<file path="src/rtl/bram_sp_arbiter.sv">
// Two-requester arbiter in front of a single-port synchronous BRAM: registered command stage, tagged read returns.
// Define BRAM_ARB_FIXED_PRIO_EN for fixed priority (requester 0 wins); default is round-robin.
module bram_sp_arbiter #(
  parameter int DATA_WIDTH = 8,
  parameter int ADDR_WIDTH = 4
) (
  input  logic                  clk,
  input  logic                  rst,
  input  logic                  req0_valid,
  input  logic                  req0_wr,
  input  logic [ADDR_WIDTH-1:0] req0_addr,
  input  logic [DATA_WIDTH-1:0] req0_wdata,
  output logic                  req0_ready,
  input  logic                  req1_valid,
  input  logic                  req1_wr,
  input  logic [ADDR_WIDTH-1:0] req1_addr,
  input  logic [DATA_WIDTH-1:0] req1_wdata,
  output logic                  req1_ready,
  output logic                  rsp0_valid,
  output logic [DATA_WIDTH-1:0] rsp0_rdata,
  output logic                  rsp1_valid,
  output logic [DATA_WIDTH-1:0] rsp1_rdata,
  output logic                  bram_en,
  output logic                  bram_wr,
  output logic [ADDR_WIDTH-1:0] bram_addr,
  output logic [DATA_WIDTH-1:0] bram_data_in,
  input  logic [DATA_WIDTH-1:0] bram_data_out
);

  logic                  grant0;
  logic                  grant1;
  logic                  accept;
  logic                  sel_wr;
  logic [ADDR_WIDTH-1:0] sel_addr;
  logic [DATA_WIDTH-1:0] sel_wdata;
  logic                  tag_rd;
  logic                  tag_id;
`ifndef BRAM_ARB_FIXED_PRIO_EN
  logic                  last;
`endif

  always_comb begin
    grant0 = 1'b0;
    grant1 = 1'b0;
    if (!rst) begin
`ifdef BRAM_ARB_FIXED_PRIO_EN
      grant0 = req0_valid;
      grant1 = req1_valid && !req0_valid;
`else
      // On contention the requester that did not win last time goes first.
      if (req0_valid && req1_valid) begin
        grant0 = last;
        grant1 = !last;
      end else begin
        grant0 = req0_valid;
        grant1 = req1_valid;
      end
`endif
    end
  end

  assign req0_ready = grant0;
  assign req1_ready = grant1;
  assign accept     = grant0 | grant1;
  assign sel_wr     = grant1 ? req1_wr    : req0_wr;
  assign sel_addr   = grant1 ? req1_addr  : req0_addr;
  assign sel_wdata  = grant1 ? req1_wdata : req0_wdata;

  assign rsp0_rdata = bram_data_out;
  assign rsp1_rdata = bram_data_out;

  always_ff @(posedge clk or posedge rst) begin
    if (rst) begin
      bram_en      <= 1'b0;
      bram_wr      <= 1'b0;
      bram_addr    <= '0;
      bram_data_in <= '0;
      tag_rd       <= 1'b0;
      tag_id       <= 1'b0;
      rsp0_valid   <= 1'b0;
      rsp1_valid   <= 1'b0;
`ifndef BRAM_ARB_FIXED_PRIO_EN
      last         <= 1'b1;
`endif
    end else begin
      bram_en <= accept;
      bram_wr <= accept && sel_wr;
      if (accept) begin
        bram_addr    <= sel_addr;
        bram_data_in <= sel_wdata;
      end
      // Tag travels with the command stage; the BRAM returns data one cycle later.
      tag_rd     <= accept && !sel_wr;
      tag_id     <= grant1;
      rsp0_valid <= tag_rd && !tag_id;
      rsp1_valid <= tag_rd && tag_id;
`ifndef BRAM_ARB_FIXED_PRIO_EN
      if (accept)
        last <= grant1;
`endif
    end
  end

endmodule

</file>
<file path="config.mk">
export PLATFORM = sky130hd
export DESIGN_NAME = bram_sp_arbiter
export DESIGN_NICKNAME = d
export VERILOG_FILES = /design/src/rtl/bram_sp_arbiter.sv
export SDC_FILE = /design/constraint.sdc
export NUM_CORES = 1
export LEC_CHECK = 0
export CORE_ASPECT_RATIO = 0.6
export CORE_MARGIN = 2
export CORE_UTILIZATION = 30
export DETAILED_ROUTE_END_ITERATION = 12
export GPL_TIMING_DRIVEN = 0
export PLACE_DENSITY = 0.71
export SYNTH_ARGS = -nofsm -noshare
export SYNTH_HDL_FRONTEND = slang
export SYNTH_SLANG_ARGS = --single-unit
</file>
<file path="constraint.sdc">
create_clock -name clk -period 1.5 [get_ports clk]
set_input_delay 0.375 -clock clk [delete_from_list [all_inputs] [get_ports clk]]
set_output_delay 0.375 -clock clk [all_outputs]
set_load 0.02 [all_outputs]
</file>
==> impl_metrics.json <==
{
  "violated_checks": "setup timing",
  "layout.area.seq_um2": 477,
  "outcome": "finished with violations",
  "clock_skew_ns": 0.00570,
  "cellPowerDensity_nw_per_um2": 829,
  "ant_nets": 0,
  "placementRows": 16,
  "period_share_pct": 109,
  "detailedRoute.firstIterationViolations": 112,
  "worst_setup_path_end_kind": "output port",
  "grt_first_pass_wirelength_um": 5530,
  "cts.root.buffer_cell": "sky130_fd_sc_hd__clkbuf_8",
  "slowest_delay_ns": 0.56,
  "power.ir.vdd_worst_mv": 0.339,
  "dr_total_vias": 1151,
  "preCtsSetupSlack_ns": -1.06,
  "postSynth.topFlopCell": "sky130_fd_sc_hd__dfrtp_1",
  "r2r.worst_path.cells": 6,
  "period_minus_slack_ns": 1.64,
  "grt_pass1_vias": 1137,
  "worstHoldPathCells": 1,
  "gpl.final_weighted_congestion": 0.800,
  "fin_ws_ns": -0.136,
  "syn-instance-count": 107,
  "timing.setup.tns_ns": -0.175,
  "ctsHtreeMaxLevel": 1,
  "cts_buffer_depth": 2,
  "yosys_register_bits": 19,
  "grt_start_max_net_pins": 29,
  "rrSetupSlack_ns": 0.04,
  "drv_cap": 0,
  "portBuffers": 63,
  "syn_nets": 145,
  "postPlaceCellArea_um2": 1730,
  "min_from": "tag_id",
  "synth_warnings": 0,
  "drt_wl_total_um": 3440,
  "drc": 0,
  "viasPerCell": 5.07,
  "worstMarginPinSlew_ns": 0.321,
  "syn_to_final_growth_pct": 81.0,
  "global_route.usage.met1_pct": 23.4,
  "timing.final.setup_violations": 2,
  "critical_path.startpoint_type": "register",
  "grtUsageTotal_pct": 18.0,
  "floorplan.core_area_um2": 3260,
  "synth.top_cell.area_share_pct": 43.9,
  "total_leakage_power_nw": 0.800,
  "ioPinCount": 72,
  "antenna_violations_before_repair": 0,
  "share_of_post_route_cells_with_drive_strength_above_1_pct": 26.4,
  "place.detailed.hpwl_um": 2420,
  "path_max_fanout": 2,
  "numPlacedInstances": 215,
  "ctsHoldBuffers": 0,
  "tritoncts.num_buffers": 3,
  "synth_enable_flop_cells": 0,
  "mostFrequentLayoutCell": "sky130_fd_sc_hd__clkdlybuf4s50_1",
  "detail_route.first_pass.iterations": 4,
  "finish.cell_count_without_fillers": 227,
  "clock_sink_count": 19,
  "worst-setup-path-type": "register to output port",
  "hp-class": "register to register",
  "grt-ovfl-total": 0,
  "syn-mean-instance-area_um2": 9.59,
  "synth_async_sr_flop_share_pct": 100,
  "crit_path_top_delay_cell": "sky130_fd_sc_hd__dfstp_2",
  "timing.critical_path.required_ns": 1.12,
  "fp.dieArea_um2": 3920,
  "worst_slew_margin_pct": 78.6,
  "fp.dieW_um": 79.5,
  "globalRouteMet3Util_pct": 3.52,
  "max_frequency_mhz": 611,
  "rsz0062_at_grt": "true",
  "multi_input_area_um2": 402,
  "clock_insertion_delay_worst_skew_ns": 0.26,
  "final_core_util_pct": 56.9,
  "final_design_area_excluding_fillers_um2": 1860,
  "netlist_top_cells_area": "sky130_fd_sc_hd__dfrtp_1, sky130_fd_sc_hd__buf_4, sky130_fd_sc_hd__o2111ai_1",
  "layout_common_cells": "sky130_fd_sc_hd__clkdlybuf4s50_1, sky130_fd_sc_hd__buf_4, sky130_fd_sc_hd__dfrtp_1, sky130_fd_sc_hd__dlygate4sd2_1",
  "reg2reg_start": "last",
  "count_of_different_cell_masters_after_synthesis": 20,
  "drv_slew": 0,
  "clkSlewWorstSetupHoldPaths_ns": 0.08,
  "initial_core_utilization_pct": 31.4,
  "synthDominantAreaCellType": "sky130_fd_sc_hd__dfrtp_1",
  "yosysSeqAreaShare_pct": 46.5,
  "mappedNetlistArea_um2": 1030,
  "timing.critical_path.arrival_ns": 1.26,
  "fillerInstances": 284,
  "use_met2_pct": 29.8,
  "timing_hold_violations_final": 0,
  "rr_endpoint": "bram_addr[0]",
  "finish.net_count": 221,
  "wl_per_cell_um": 15.1,
  "min_delay_worst_endpoint": "rsp0_valid",
  "die_height_um": 49.3,
  "crit_chain": "inv_4, a211oi_4, buf_6",
  "antenna-diode-count": 0,
  "grt-busiest-layer": "met2",
  "tritoncts": "built"
}
[cell usage after synthesis (2+ instances only)]
master                      count
sky130_fd_sc_hd__o21ai_1        9
sky130_fd_sc_hd__and2_1         2
sky130_fd_sc_hd__buf_2          6
sky130_fd_sc_hd__dfrtp_1       18
sky130_fd_sc_hd__o2111ai_1     13
sky130_fd_sc_hd__buf_4         17
sky130_fd_sc_hd__nor2_1        13
sky130_fd_sc_hd__inv_1          3
sky130_fd_sc_hd__a31oi_1       12
sky130_fd_sc_hd__o21ai_0        4
[report_power, final]
part	leakage [nW]	total, W	switching (W)	internal (W)
Clock	0.0255	0.000367	0.000182	0.000185
Sequential	0.224	0.000604	0.0000315	0.000573
Combinational	0.551	0.000568	0.000285	0.000283
[per-stage QoR]
stage / hold slack (ns) / power (W)
floorplan: 0.395 / 0.000883
global placement: 0.406 / 0.00115
detailed placement: 0.407 / 0.00116
CTS: 0.417 / 0.00152
global route: 0.430 / 0.00160
finish: 0.412 / 0.00154
[kinds of logic (layout without fill, tap and decap cells)]
kind of cell,count (synthesis),after routing,share of synthesized area [%]
AO/OA/AOI/OAI,42,42,27.8
buffers and inverters,28,103,17.9
flip-flops,19,19,46.5
AND/OR/NAND/NOR,18,18,7.81
[repair_timing]
action / in CTS / in global routing
setup buffers: 5 / 7
endpoints found under the setup margin: 27 / 2
hold endpoints to repair: 0 / 0
resized for setup: 46 / 4
pin swaps: 1 / 1
[cell type report]
type	instances	area share [%]
Sequential cell	19	25.7
Tap cell	45	3.03
Clock inverter	1	0.270
Multi-Input combinational cell	60	21.6
Inverter	3	0.943
Buffer	21	8.76
Clock buffer	3	2.22
Timing Repair Buffer	75	37.5
[state kept, by name (all words and copies together), names as in the netlist]
| signal | flops |
|---|---|
| bram_en | 1 |
| tag_rd | 1 |
| tag_id | 1 |
| last | 1 |
| bram_addr | 4 |
| bram_data_in | 8 |
| rsp0_valid | 1 |
| bram_wr | 1 |
| rsp1_valid | 1 |
[per-layer routing]
metal / vias up / wire length (µm)
li1: 531 / -
met2: 74 / 1600
met1: 538 / 1520
met5: - / 0
met4: 0 / 70
met3: 8 / 249
[worst max-delay path by stage]
| stage | start | end | slack, ns | cells past startpoint |
|---|---|---|---|---|
| final | last | req0_ready | -0.14 | 3 |
| after global routing | last | req0_ready | -0.15 | 3 |
| after CTS | last | req0_ready | -0.19 | 4 |
| after detailed placement | req1_valid | req1_ready | -1.06 | 5 |
| after global placement | rst | req1_ready | -1.03 | 5 |
| after floorplan | last | req0_ready | 0.04 | 3 |
[worst max-delay path: cells and delay by family, from the launching register on]
family	cells	cell delay (ns)
flip-flops	1	0.56
AO/OA/AOI/OAI	1	0.25
buffers and inverters	2	0.19
Power figures use the tool's default switching activity.
